File: src/rtl/note_envelope.sv
// ADSR envelope stage for one track: detects note-on/off/retrigger on the raw
// {tuneWord, volume} packet and scales the volume by an attack/decay/sustain/release envelope.
module note_envelope #(
    parameter logic [15:0] ATTACK_STEP   = 16'h0100,
    parameter logic [15:0] DECAY_STEP    = 16'h0010,
    parameter logic [7:0]  SUSTAIN_LEVEL = 8'hC0,
    parameter logic [15:0] RELEASE_STEP  = 16'h0008
) (
    input  logic        clk,
    input  logic        reset,
    input  logic        tick,
    input  logic [23:0] inPacket,
    output logic [23:0] outPacket,
    output logic [2:0]  envState,
    output logic        active
);

    typedef enum logic [2:0] {
        ST_IDLE    = 3'd0,
        ST_ATTACK  = 3'd1,
        ST_DECAY   = 3'd2,
        ST_SUSTAIN = 3'd3,
        ST_RELEASE = 3'd4
    } env_state_t;

    env_state_t  state_q, state_d;
    logic [15:0] env_q, env_d;
    logic [15:0] held_tune_q, held_tune_d;
    logic [7:0]  held_vol_q, held_vol_d;
    logic [15:0] prev_tune_q, prev_tune_d;
    logic [23:0] out_packet_q, out_packet_d;
    logic        active_q, active_d;

    logic [15:0] in_tune;
    logic [7:0]  in_vol;
    logic        note_on;
    logic        is_event;
    logic        clear_held;
    logic [16:0] attack_sum;
    logic [16:0] decay_diff;
    logic [16:0] release_diff;
    logic [15:0] sustain_floor;
    logic [15:0] vol_product;
    logic [7:0]  shaped_vol;

    // Arithmetic is done one bit wider so carry/borrow can be used as saturation flags.
    always_comb begin
        in_tune       = inPacket[23:8];
        in_vol        = inPacket[7:0];
        note_on       = (in_tune != 16'd0) && (in_vol != 8'd0);
        attack_sum    = {1'b0, env_q} + {1'b0, ATTACK_STEP};
        decay_diff    = {1'b0, env_q} - {1'b0, DECAY_STEP};
        release_diff  = {1'b0, env_q} - {1'b0, RELEASE_STEP};
        sustain_floor = {SUSTAIN_LEVEL, 8'h00};
        vol_product   = {8'h00, env_q[15:8]} * {8'h00, held_vol_q};
        shaped_vol    = 8'((vol_product + 16'd255) >> 8);
    end

    always_comb begin
        state_d     = state_q;
        env_d       = env_q;
        held_tune_d = held_tune_q;
        held_vol_d  = held_vol_q;
        prev_tune_d = in_tune;
        is_event    = 1'b0;
        clear_held  = 1'b0;

        case (state_q)
            ST_IDLE: begin
                if (note_on) begin
                    state_d  = ST_ATTACK;
                    is_event = 1'b1;
                end
            end
            ST_ATTACK, ST_DECAY, ST_SUSTAIN: begin
                if (!note_on) begin
                    state_d  = ST_RELEASE;
                    is_event = 1'b1;
                end else if (in_tune != prev_tune_q) begin
                    state_d  = ST_ATTACK;
                    is_event = 1'b1;
                end
            end
            ST_RELEASE: begin
                if (note_on) begin
                    state_d  = ST_ATTACK;
                    is_event = 1'b1;
                end
            end
            default: state_d = ST_IDLE;
        endcase

        // An event in the same clk as a tick takes priority; env holds that cycle.
        if (!is_event && tick) begin
            case (state_q)
                ST_ATTACK: begin
                    if ((ATTACK_STEP == 16'd0) || attack_sum[16] || (attack_sum[15:0] == 16'hFFFF)) begin
                        env_d   = 16'hFFFF;
                        state_d = ST_DECAY;
                    end else begin
                        env_d = attack_sum[15:0];
                    end
                end
                ST_DECAY: begin
                    if ((DECAY_STEP == 16'd0) || decay_diff[16] || (decay_diff[15:0] <= sustain_floor)) begin
                        env_d   = sustain_floor;
                        state_d = ST_SUSTAIN;
                    end else begin
                        env_d = decay_diff[15:0];
                    end
                end
                ST_RELEASE: begin
                    if ((RELEASE_STEP == 16'd0) || release_diff[16] || (release_diff[15:0] == 16'd0)) begin
                        env_d      = 16'd0;
                        state_d    = ST_IDLE;
                        clear_held = 1'b1;
                    end else begin
                        env_d = release_diff[15:0];
                    end
                end
                default: env_d = env_q;
            endcase
        end

        // Held note freezes while the host is silent so the release tail keeps its pitch.
        if (note_on) begin
            held_tune_d = in_tune;
            held_vol_d  = in_vol;
        end else if (clear_held) begin
            held_tune_d = 16'd0;
            held_vol_d  = 8'd0;
        end

        out_packet_d = (state_q == ST_IDLE) ? 24'h0 : {held_tune_q, shaped_vol};
        active_d     = (state_d != ST_IDLE);
    end

    always_ff @(posedge clk) begin
        if (reset) begin
            state_q      <= ST_IDLE;
            env_q        <= 16'd0;
            held_tune_q  <= 16'd0;
            held_vol_q   <= 8'd0;
            prev_tune_q  <= 16'd0;
            out_packet_q <= 24'h0;
            active_q     <= 1'b0;
        end else begin
            state_q      <= state_d;
            env_q        <= env_d;
            held_tune_q  <= held_tune_d;
            held_vol_q   <= held_vol_d;
            prev_tune_q  <= prev_tune_d;
            out_packet_q <= out_packet_d;
            active_q     <= active_d;
        end
    end

    assign outPacket = out_packet_q;
    assign envState  = state_q;
    assign active    = active_q;

endmodule

File: config.mk
export PLATFORM = sky130hd
export DESIGN_NAME = note_envelope
export DESIGN_NICKNAME = d
export VERILOG_FILES = /design/src/rtl/note_envelope.sv
export SDC_FILE = /design/constraint.sdc
export NUM_CORES = 1
export LEC_CHECK = 0
export CAP_MARGIN = 20
export CORE_MARGIN = 1
export CORE_UTILIZATION = 45
export CTS_BUF_LIST = sky130_fd_sc_hd__clkbuf_4 sky130_fd_sc_hd__clkbuf_8
export DETAILED_ROUTE_END_ITERATION = 12
export PLACE_DENSITY = 0.73
export SETUP_SLACK_MARGIN = 0.2
export SLEW_MARGIN = 20
export SYNTH_ARGS = -nofsm -noshare
export SYNTH_HDL_FRONTEND = slang
export SYNTH_SLANG_ARGS = --single-unit
File: constraint.sdc
create_clock -name clk -period 5.3 [get_ports clk]
set_input_delay 1.59 -clock clk [delete_from_list [all_inputs] [get_ports clk]]
set_output_delay 1.59 -clock clk [all_outputs]
set_load 0.05 [all_outputs]
==> flow_metrics.env, run 1 <==
export IMPL_outcome="finished, final reports clean"
export IMPL_synth_main_ff_cell="dfxtp_1"
export IMPL_internal_power_mw=0.9105
export IMPL_relSlewSlack=0.3064
export IMPL_ys_async_sr_fraction=0
export IMPL_total_power_mw=1.242
export IMPL_post_dp_hpwl_mm=12.06
export IMPL_synth_fp_nets=790
export IMPL_cts_tree="done"
export IMPL_vias_per_cell=5.674
export IMPL_grt_max_degree=31
export IMPL_cts_root_buf="clkbuf_8"
export IMPL_cts_sinks=82
export IMPL_die_x_um=117.6
export IMPL_portBuffers=54
export IMPL_place_gp_congestion=0.9446
export IMPL_p_comb_frac=0.078
export IMPL_switchingPower_mw=0.3313
export IMPL_avgRoutedWirePerCell_um=17.55
export IMPL_yosys_warnings=0
export IMPL_critical_path_arrival_ns=4.99
export IMPL_ios=55
export IMPL_htreeDepth=3
export IMPL_tns_ns=0
export IMPL_hold_buffers=0
export IMPL_fin_crit_sh=0.8951
export IMPL_worstHoldPathType="flip-flop to flip-flop"
export IMPL_ys_seq_elements=82
export IMPL_first_pass_iters=5
export IMPL_fin_crit_ns=4.744
export IMPL_synth_edf_count=0
export IMPL_n_fill_cell=1210
export IMPL_grt_pass1_wl_mm=26.27
export IMPL_synthesis_area_sq_um=6017
export IMPL_max_cap_violations=0
export IMPL_final_hold_viol_count=0
export IMPL_clk_latency_ns=0.37
export IMPL_track_usage=0.2357
export IMPL_rows=41
export IMPL_worstSetupEndpointType="flip-flop"
export IMPL_finalSetupViolations=0
export IMPL_p_sw_frac=0.2668
export IMPL_clk_pin_slew_worst_paths_ns=0.10
export IMPL_leakagePower_nw=2.965
export IMPL_antennaDiodeCount=0
export IMPL_cts_path_max_buffers=2
export IMPL_start_util=0.4692
export IMPL_routed_wl_mm=15.85
export IMPL_yosysSeqAreaShare=0.2728
export IMPL_power_frac_seq=0.526
export IMPL_die_area_sq_um=13840
export IMPL_vias=5124
export IMPL_drive_above_1_share=0.06840
export IMPL_power_density_nw_per_um2=178.9
export IMPL_drtAntennaViolNets=0
export IMPL_fp_dieH_um=117.6
export IMPL_max_slew_worst_pin_slew_ns=1.036
export IMPL_antenna_found_initial=0
export IMPL_drc=0
export IMPL_crit_type="flip-flop to flip-flop"
export IMPL_grt_overflow=0
export IMPL_slew_violations=0
export IMPL_crit_fanout=9
export IMPL_crit_path_start_kind="flip-flop"
export IMPL_area_delta_synth_final_pct=15.39
export IMPL_rsz0062_at_grt="false"
export IMPL_synth_avg_cell_area_sq_um=8.823
export IMPL_coreArea_sq_um=12820
export IMPL_initialDrtViolationCount=384
export IMPL_cp_data_required_time_ns=5.54
export IMPL_skew_ns=0.01345
export IMPL_synthDistinctLibCells=74
export IMPL_ir_drop_uv=107.5
export IMPL_final_nets=834
export IMPL_grt_pass1_vias=5236
export IMPL_cts_buffers_inserted=9
export IMPL_clkPwrFrac=0.396
export IMPL_clock_fmax_mhz=210.8
export IMPL_synthCells=682
-- area by class of cell --
class,instances,area (sq um),area share
Clock buffer,10,131.4,0.01892
Clock inverter,6,71.32,0.01027
Inverter,67,251.5,0.03622
Multi-Input combinational cell,497,3979,0.5731
Sequential cell,82,1642,0.2364
Tap cell,172,215.2,0.03100
Timing Repair Buffer,69,653.1,0.09407
-- cells by family after synthesis --
| kind of cell | after synthesis | synth area share |
|---|---|---|
| buf+inv | 103 | 0.06820 |
| fa+ha+maj | 81 | 0.2196 |
| xor+xnor | 32 | 0.04658 |
| flops | 82 | 0.2728 |
| compound gates | 132 | 0.1659 |
| mux | 2 | 0.003535 |
| simple gates | 250 | 0.2233 |
-- per-stage QoR --
step	utilization	instance area [sq um]	cells	setup slack (ns)	hold slack [ns]
floorplan	-	6017	682	0.5034	0.4307
global placement	0.5245	6726	887	0.6488	0.4406
detailed placement	0.5245	6726	887	0.4637	0.4468
CTS	0.5403	6929	903	0.4381	0.4708
global route	0.5414	6943	903	0.2143	0.4907
finish	0.5414	6943	903	0.5559	0.4678
-- registers in the layout, indices dropped and copies added, names as in the netlist --
| signal | count |
|---|---|
| prev_tune_q | 16 |
| outPacket | 24 |
| active | 1 |
| held_tune_q | 16 |
| env_q | 14 |
| envState | 3 |
| held_vol_q | 8 |
-- worst max-delay path, cell delays in order (launching register included) --
cell	delay, ns
dfxtp_1	0.49
nand2_1	0.14
fa_1	0.55
inv_1	0.05
fa_1	0.47
fa_1	0.49
inv_1	0.05
fa_1	0.53
inv_1	0.04
ha_1	0.32
a21o_1	0.17
a21oi_1	0.26
o221a_2	0.25
nor3_1	0.06
a2111oi_2	0.30
buf_4	0.18
o21bai_1	0.07
xnor2_1	0.15
nor2_1	0.05
-- cell usage after synthesis, drive strengths merged (9+ instances only) --
cell type / number / area share
a21oi: 22 / 0.021
a22o: 24 / 0.035
a31oi: 9 / 0.0094
and2: 58 / 0.060
buf: 15 / 0.013
clkbuf: 21 / 0.014
dfxtp: 82 / 0.27
fa: 41 / 0.14
ha: 40 / 0.083
inv: 67 / 0.042
nand2: 66 / 0.042
nand3: 13 / 0.011
nor2: 31 / 0.019
nor2b: 17 / 0.018
nor3: 10 / 0.0083
nor4: 14 / 0.015
o21ai: 19 / 0.016
xnor2: 10 / 0.015
xor2: 22 / 0.032
-- path summary, 6_finish.rpt --
kind / slack [ns] / endpoint / cells past startpoint / start
worst max register to register: 0.56 / outPacket[7]$_SDFF_PP0_ / 18 / held_vol_q[2]$_SDFFE_PP0P_
worst max-delay path: 0.56 / outPacket[7]$_SDFF_PP0_ / 18 / held_vol_q[2]$_SDFFE_PP0P_
worst min-delay path: 0.47 / outPacket[20]$_SDFF_PP0_ / 1 / held_tune_q[12]$_SDFFE_PP0P_
worst min register to register: 0.47 / outPacket[20]$_SDFF_PP0_ / 1 / held_tune_q[12]$_SDFFE_PP0P_
-- layout by cell type (no fill, tap or decap), drive strengths merged, types with 14 or more instances in the layout --
master,instances
nor2b,17
clkdlybuf4s50,54
nand2,66
o21ai,19
ha,40
fa,41
and2,58
xor2,22
buf,15
inv,70
nor4,14
nor2,31
a21oi,22
a22o,24
dfxtp,82
-- what timing repair did --
item	4_1_cts	5_1_grt
setup buffers	0	0
resized for setup	0	2
setup endpoints to repair	0	2
-- per-layer routing --
layer	share of wire	vias up	GRT usage
met2	0.48	162	0.3926
met1	0.45	2502	0.3078
met4	0.026	0	0.08574
li1	-	2425	-
met5	0	-	0
met3	0.045	35	0.03634
-- power by group through the flow --
stage	logic, mW	registers, mW	clock network, mW
floorplan	0.0400	0.673	0
global placement	0.0953	0.665	0
detailed placement	0.0964	0.667	0
CTS	0.0972	0.652	0.498
global route	0.104	0.655	0.522
finish	0.0973	0.653	0.492
Note: power is estimated with default switching activity, not from simulation.
==> run 2, diff against run 1 <==
--- a/config.mk
+++ b/config.mk
@@ -10,6 +10,7 @@
 export CORE_UTILIZATION = 45
 export CTS_BUF_LIST = sky130_fd_sc_hd__clkbuf_4 sky130_fd_sc_hd__clkbuf_8
 export DETAILED_ROUTE_END_ITERATION = 12
+export GPL_TIMING_DRIVEN = 1
 export PLACE_DENSITY = 0.73
 export SETUP_SLACK_MARGIN = 0.2
 export SLEW_MARGIN = 20
==> constraint.sdc (replaced) <==
create_clock -name clk -period 5.1 [get_ports clk]
set_input_delay 1.53 -clock clk [delete_from_list [all_inputs] [get_ports clk]]
set_output_delay 1.53 -clock clk [all_outputs]
set_load 0.05 [all_outputs]
==> run 2 against run 1 <==
Effect of this change:
- sequential share of layout area about the same
- first-iteration DRC count fell by 13%
- design area rose by 0.40%
- largest power group unchanged
- highest routed layer unchanged
- setup slack got worse by 0.11 ns
- power up 7.3%
- clock skew shrank 0.0029 ns
- via count shrank 2.9%
==> flow_metrics.env, run 2 (synthesis results as in run 1) <==
export IMPL_crit_reg2reg_launch="held_vol_q[0]$_SDFFE_PP0P_"
export IMPL_antenna_found_initial=0
export IMPL_worst_hold_slack_ns=0.4624
export IMPL_leakagePower_nw=2.985
export IMPL_fin_crit_sh=0.9132
export IMPL_final_nets=834
export IMPL_outcome="finished, final reports clean"
export IMPL_die_area_sq_um=13840
export IMPL_grt_pass1_wl_mm=25.62
export IMPL_power_density_nw_per_um2=191.2
export IMPL_ios=55
export IMPL_place_gp_congestion=0.9079
export IMPL_crit_path_start_kind="flip-flop"
export IMPL_worstHoldPathType="flip-flop to flip-flop"
export IMPL_hold_start="held_tune_q[9]$_SDFFE_PP0P_"
export IMPL_cts_root_buf="clkbuf_8"
export IMPL_n_fill_cell=1168
export IMPL_drtAntennaViolNets=0
export IMPL_vias_per_cell=5.511
export IMPL_grt_max_degree=31
export IMPL_cp_startpoint="held_vol_q[0]$_SDFFE_PP0P_"
export IMPL_max_cap_violations=0
export IMPL_final_common_cell="dfxtp_1"
export IMPL_cts_buffers_inserted=9
export IMPL_start_util=0.4692
export IMPL_area_delta_synth_final_pct=15.85
export IMPL_coreArea_sq_um=12820
export IMPL_clk_latency_ns=0.37
export IMPL_routed_wl_mm=15.23
export IMPL_max_slew_worst_pin_slew_ns=0.9734
export IMPL_slew_violations=0
export IMPL_portBuffers=54
export IMPL_antennaDiodeCount=0
export IMPL_rows=41
export IMPL_cts_tree="done"
export IMPL_vias=4976
export IMPL_avgRoutedWirePerCell_um=16.86
export IMPL_post_dp_hpwl_mm=11.85
export IMPL_rsz0062_at_grt="false"
export IMPL_drc=0
export IMPL_fin_crit_ns=4.657
export IMPL_skew_ns=0.01056
export IMPL_finalSetupViolations=0
export IMPL_grt_overflow=0
export IMPL_worstSetupEndpointType="flip-flop"
export IMPL_clock_fmax_mhz=214.7
export IMPL_crit_fanout=9
export IMPL_cts_path_max_buffers=2
export IMPL_post_cts_setup_buffer_count=0
export IMPL_drive_above_1_share=0.07250
export IMPL_tns_ns=0
export IMPL_clk_pin_slew_worst_paths_ns=0.09
export IMPL_largest_register_ffs=24
export IMPL_critical_path_arrival_ns=4.90
export IMPL_hold_buffers=0
export IMPL_initialDrtViolationCount=333
export IMPL_fp_dieH_um=117.6
export IMPL_track_usage=0.2309
export IMPL_final_cell_mix="dfxtp_1, inv_1, nand2_1"
export IMPL_grt_pass1_vias=5059
export IMPL_crit_type="flip-flop to flip-flop"
export IMPL_first_pass_iters=5
export IMPL_final_hold_viol_count=0
export IMPL_relSlewSlack=0.3481
export IMPL_cts_sinks=82
export IMPL_cp_data_required_time_ns=5.34
export IMPL_ir_drop_uv=110.8
export IMPL_die_x_um=117.6
export IMPL_htreeDepth=3
[run 2: what timing repair did]
item                       4_1_cts  5_1_grt
setup endpoints to repair        0        1
hold endpoints to repair         0        0
resized for setup                0        4
[run 2: metal layers]
layer,share of wire,GRT usage,up-vias
met5,0,0,-
met4,0.023,0.08093,0
met3,0.043,0.03052,29
met2,0.47,0.3805,129
met1,0.46,0.3094,2389
li1,-,-,2429
[run 2: worst paths after layout]
path / to / slack, ns / cells after the start
hold reg to reg: outPacket[17]$_SDFF_PP0_ / 0.46 / 1
setup / recovery: outPacket[7]$_SDFF_PP0_ / 0.44 / 18
setup reg to reg: outPacket[7]$_SDFF_PP0_ / 0.44 / 18
hold / removal: outPacket[17]$_SDFF_PP0_ / 0.46 / 1
[run 2: layout make-up]
| class | instances | area [sq um] | area share |
|---|---|---|---|
| multi-input cells | 497 | 3973 | 0.5699 |
| flip-flops and latches | 82 | 1647 | 0.2362 |
| repair buffers | 69 | 653.1 | 0.09370 |
| inverters | 67 | 251.5 | 0.03608 |
| well taps | 172 | 215.2 | 0.03087 |
| clock buffers | 11 | 145.1 | 0.02082 |
| clock inverters | 5 | 86.33 | 0.01239 |
[run 2: stage by stage]
| step | area (sq um) | power [mW] | utilization | std cells | setup WS (ns) |
|---|---|---|---|---|---|
| after floorplan | 6017 | 0.7409 | - | 682 | 0.3034 |
| after global placement | 6726 | 0.7913 | 0.5245 | 887 | 0.4621 |
| after detailed placement | 6726 | 0.7936 | 0.5245 | 887 | 0.3656 |
| after CTS | 6958 | 1.341 | 0.5425 | 903 | 0.3487 |
| after global routing | 6970 | 1.377 | 0.5435 | 903 | 0.2078 |
| final | 6970 | 1.332 | 0.5435 | 903 | 0.4429 |
[run 2: report_power, final]
part | internal (mW) | switching (mW)
Combinational | 0.0480 | 0.0541
Sequential | 0.661 | 0.0164
Clock | 0.298 | 0.254
[run 2: critical path, cell delays in order (launching register included)]
cell and delay, ns:
dfxtp_1 0.49, nand2_1 0.11, fa_1 0.48, inv_1 0.06, fa_1 0.48, fa_1 0.50
inv_1 0.05, fa_1 0.53, inv_1 0.04, ha_1 0.31, a21o_1 0.16, a21oi_1 0.21
o221a_2 0.24, nor3_1 0.06, a2111oi_0 0.36, buf_4 0.19, o21bai_1 0.07, xnor2_1 0.13
nor2_1 0.05
==> run 3, diff against run 2 <==
--- a/config.mk
+++ b/config.mk
@@ -7,11 +7,11 @@
 export LEC_CHECK = 0
 export CAP_MARGIN = 20
 export CORE_MARGIN = 1
-export CORE_UTILIZATION = 45
+export CORE_UTILIZATION = 40
 export CTS_BUF_LIST = sky130_fd_sc_hd__clkbuf_4 sky130_fd_sc_hd__clkbuf_8
 export DETAILED_ROUTE_END_ITERATION = 12
-export GPL_TIMING_DRIVEN = 1
-export PLACE_DENSITY = 0.73
+export GPL_TIMING_DRIVEN = 0
+export PLACE_DENSITY = 0.67
 export SETUP_SLACK_MARGIN = 0.2
 export SLEW_MARGIN = 20
 export SYNTH_ARGS = -nofsm -noshare
==> run 3 against run 2 <==
Effect of this change:
- critical path depth stayed put
- count of clock-buffer cells in the layout decreased by 2
- setup slack got worse by 0.0063 ns
- non-clock buffer count grew 25
- first-iteration DRC count increased by 11%
- largest cell class unchanged
- largest power group unchanged
- highest routed layer unchanged
==> flow_metrics.env, run 3 (synthesis results as in run 1) <==
export IMPL_outcome="finished, final reports clean"
export IMPL_fin_area_sq_um=7207
export IMPL_antennaDiodeCount=0
export IMPL_rows=44
export IMPL_portBuffers=54
export IMPL_cp_slowest_cell="fa_1"
export IMPL_place_gp_congestion=0.9366
export IMPL_post_dp_hpwl_mm=12.85
export IMPL_final_hold_viol_count=0
export IMPL_cts_buffers_inserted=9
export IMPL_worstSetupEndpointType="flip-flop"
export IMPL_final_setup_worst_slack_ns=0.4366
export IMPL_crit_type="flip-flop to flip-flop"
export IMPL_start_util=0.4124
export IMPL_r2r_end="outPacket[7]$_SDFF_PP0_"
export IMPL_ios=55
export IMPL_final_cell_mix="dfxtp_1, inv_1, nand2_1"
export IMPL_cts_root_buf="clkbuf_8"
export IMPL_cp_cell_sequence="buf_4, buf_6, and2_1, fa_1, fa_1, fa_1, inv_1, fa_1, inv_1, ha_1, nand4_1, o221a_2, nor3_1, a2111oi_2, buf_4, o21bai_1, xnor2_1, nor2_1"
export IMPL_crit_reg2reg_launch="env_q[9]$_SDFFE_PP0P_"
export IMPL_crit_fanout=10
export IMPL_finalSetupViolations=0
export IMPL_total_power_mw=1.302
export IMPL_critical_path_top_delay_family="adder cells"
export IMPL_drc=0
export IMPL_pre_cts_ws_ns=-0.5512
export IMPL_critPathBufInv=5
export IMPL_drtAntennaViolNets=0
export IMPL_htreeDepth=3
export IMPL_crit_top_cell="fa_1"
export IMPL_worst_hold_slack_ns=0.4686
export IMPL_power_density_nw_per_um2=180.6
export IMPL_leakagePower_nw=3.077
export IMPL_avgRoutedWirePerCell_um=17.89
export IMPL_reg2reg_slack_ns=0.44
export IMPL_die_x_um=124.7
export IMPL_grt_max_degree=17
export IMPL_first_pass_iters=5
export IMPL_area_delta_synth_final_pct=19.78
export IMPL_die_area_sq_um=15540
export IMPL_clk_pin_slew_worst_paths_ns=0.11
export IMPL_clock_fmax_mhz=214.4
export IMPL_crit_path_start_kind="flip-flop"
export IMPL_grt_pass1_wl_mm=27.23
export IMPL_clk_latency_ns=0.39
export IMPL_grt_overflow=0
export IMPL_max_cap_violations=0
export IMPL_ir_drop_uv=121.2
export IMPL_fin_crit_ns=4.663
export IMPL_relSlewSlack=0.2737
export IMPL_critical_path_arrival_ns=4.93
export IMPL_slew_violations=0
export IMPL_placed_area_sq_um=6788
export IMPL_grt_pass1_vias=5187
export IMPL_vias=5220
export IMPL_final_common_cell="dfxtp_1"
export IMPL_rsz0062_at_grt="false"
export IMPL_initialDrtViolationCount=369
export IMPL_coreArea_sq_um=14590
export IMPL_slowest_delay_ns=0.54
export IMPL_endpoint="outPacket[7]$_SDFF_PP0_"
export IMPL_fin_crit_sh=0.9144
export IMPL_cp_data_required_time_ns=5.37
export IMPL_cts_sinks=82
export IMPL_crit_cells=18
export IMPL_vias_per_cell=5.553
export IMPL_drive_above_1_share=0.1019
export IMPL_largest_register_ffs=24
export IMPL_cts_tree="done"
export IMPL_antenna_found_initial=0
export IMPL_reg2regPathDepth=18
export IMPL_final_nets=859
export IMPL_routed_wl_mm=16.82
export IMPL_skew_ns=0.02261
export IMPL_max_slew_worst_pin_slew_ns=1.084
export IMPL_cp_startpoint="env_q[9]$_SDFFE_PP0P_"
export IMPL_track_usage=0.2214
export IMPL_fp_dieH_um=124.7
export IMPL_worstHoldPathType="flip-flop to flip-flop"
export IMPL_cts_path_max_buffers=2
run 3: repair_timing:
item,in CTS,in global routing
resized for setup,16,67
hold buffers,0,0
endpoints found under the setup margin,6,4
pin swaps,1,5
buffers inserted,1,3
run 3: through the flow:
stage | util | instances | setup TNS, ns
floorplan | - | 682 | 0
global placement | 0.4653 | 920 | -0.6202
detailed placement | 0.4653 | 920 | -0.9639
CTS | 0.4820 | 937 | 0
global route | 0.4940 | 940 | 0
finish | 0.4940 | 940 | 0
run 3: power by group:
part,internal (mW),switching (mW),leakage [nW],total (mW)
logic,0.0486,0.0603,2.29,0.109
registers,0.660,0.0123,0.678,0.672
clock network,0.236,0.285,0.107,0.521
run 3: how the worst min path moves through the flow:
stage / from / endpoint / slack [ns] / depth (start not counted)
finish: held_tune_q[12]$_SDFFE_PP0P_ / outPacket[20]$_SDFF_PP0_ / 0.47 / 1
global route: held_tune_q[14]$_SDFFE_PP0P_ / outPacket[22]$_SDFF_PP0_ / 0.50 / 1
CTS: held_tune_q[7]$_SDFFE_PP0P_ / outPacket[15]$_SDFF_PP0_ / 0.47 / 1
detailed placement: held_tune_q[7]$_SDFFE_PP0P_ / outPacket[15]$_SDFF_PP0_ / 0.45 / 1
global placement: held_tune_q[8]$_SDFFE_PP0P_ / outPacket[16]$_SDFF_PP0_ / 0.44 / 1
floorplan: held_tune_q[2]$_SDFFE_PP0P_ / outPacket[10]$_SDFF_PP0_ / 0.43 / 1
run 3: layout make-up:
cell class,count,area [sq um]
plain buffers,36,271.5
clock buffers,9,123.9
clock inverters,7,81.33
fillers,1353,7382
inverters,67,251.5
multi-input cells,497,4021
flip-flops and latches,82,1657
well taps,184,230.2
repair buffers,58,570.5
run 3: routing by layer:
metal	wire length, um	track usage
met5	0	0
met1	7668	0.2958
met4	307	0.06237
met2	8148	0.3682
met3	692	0.03522
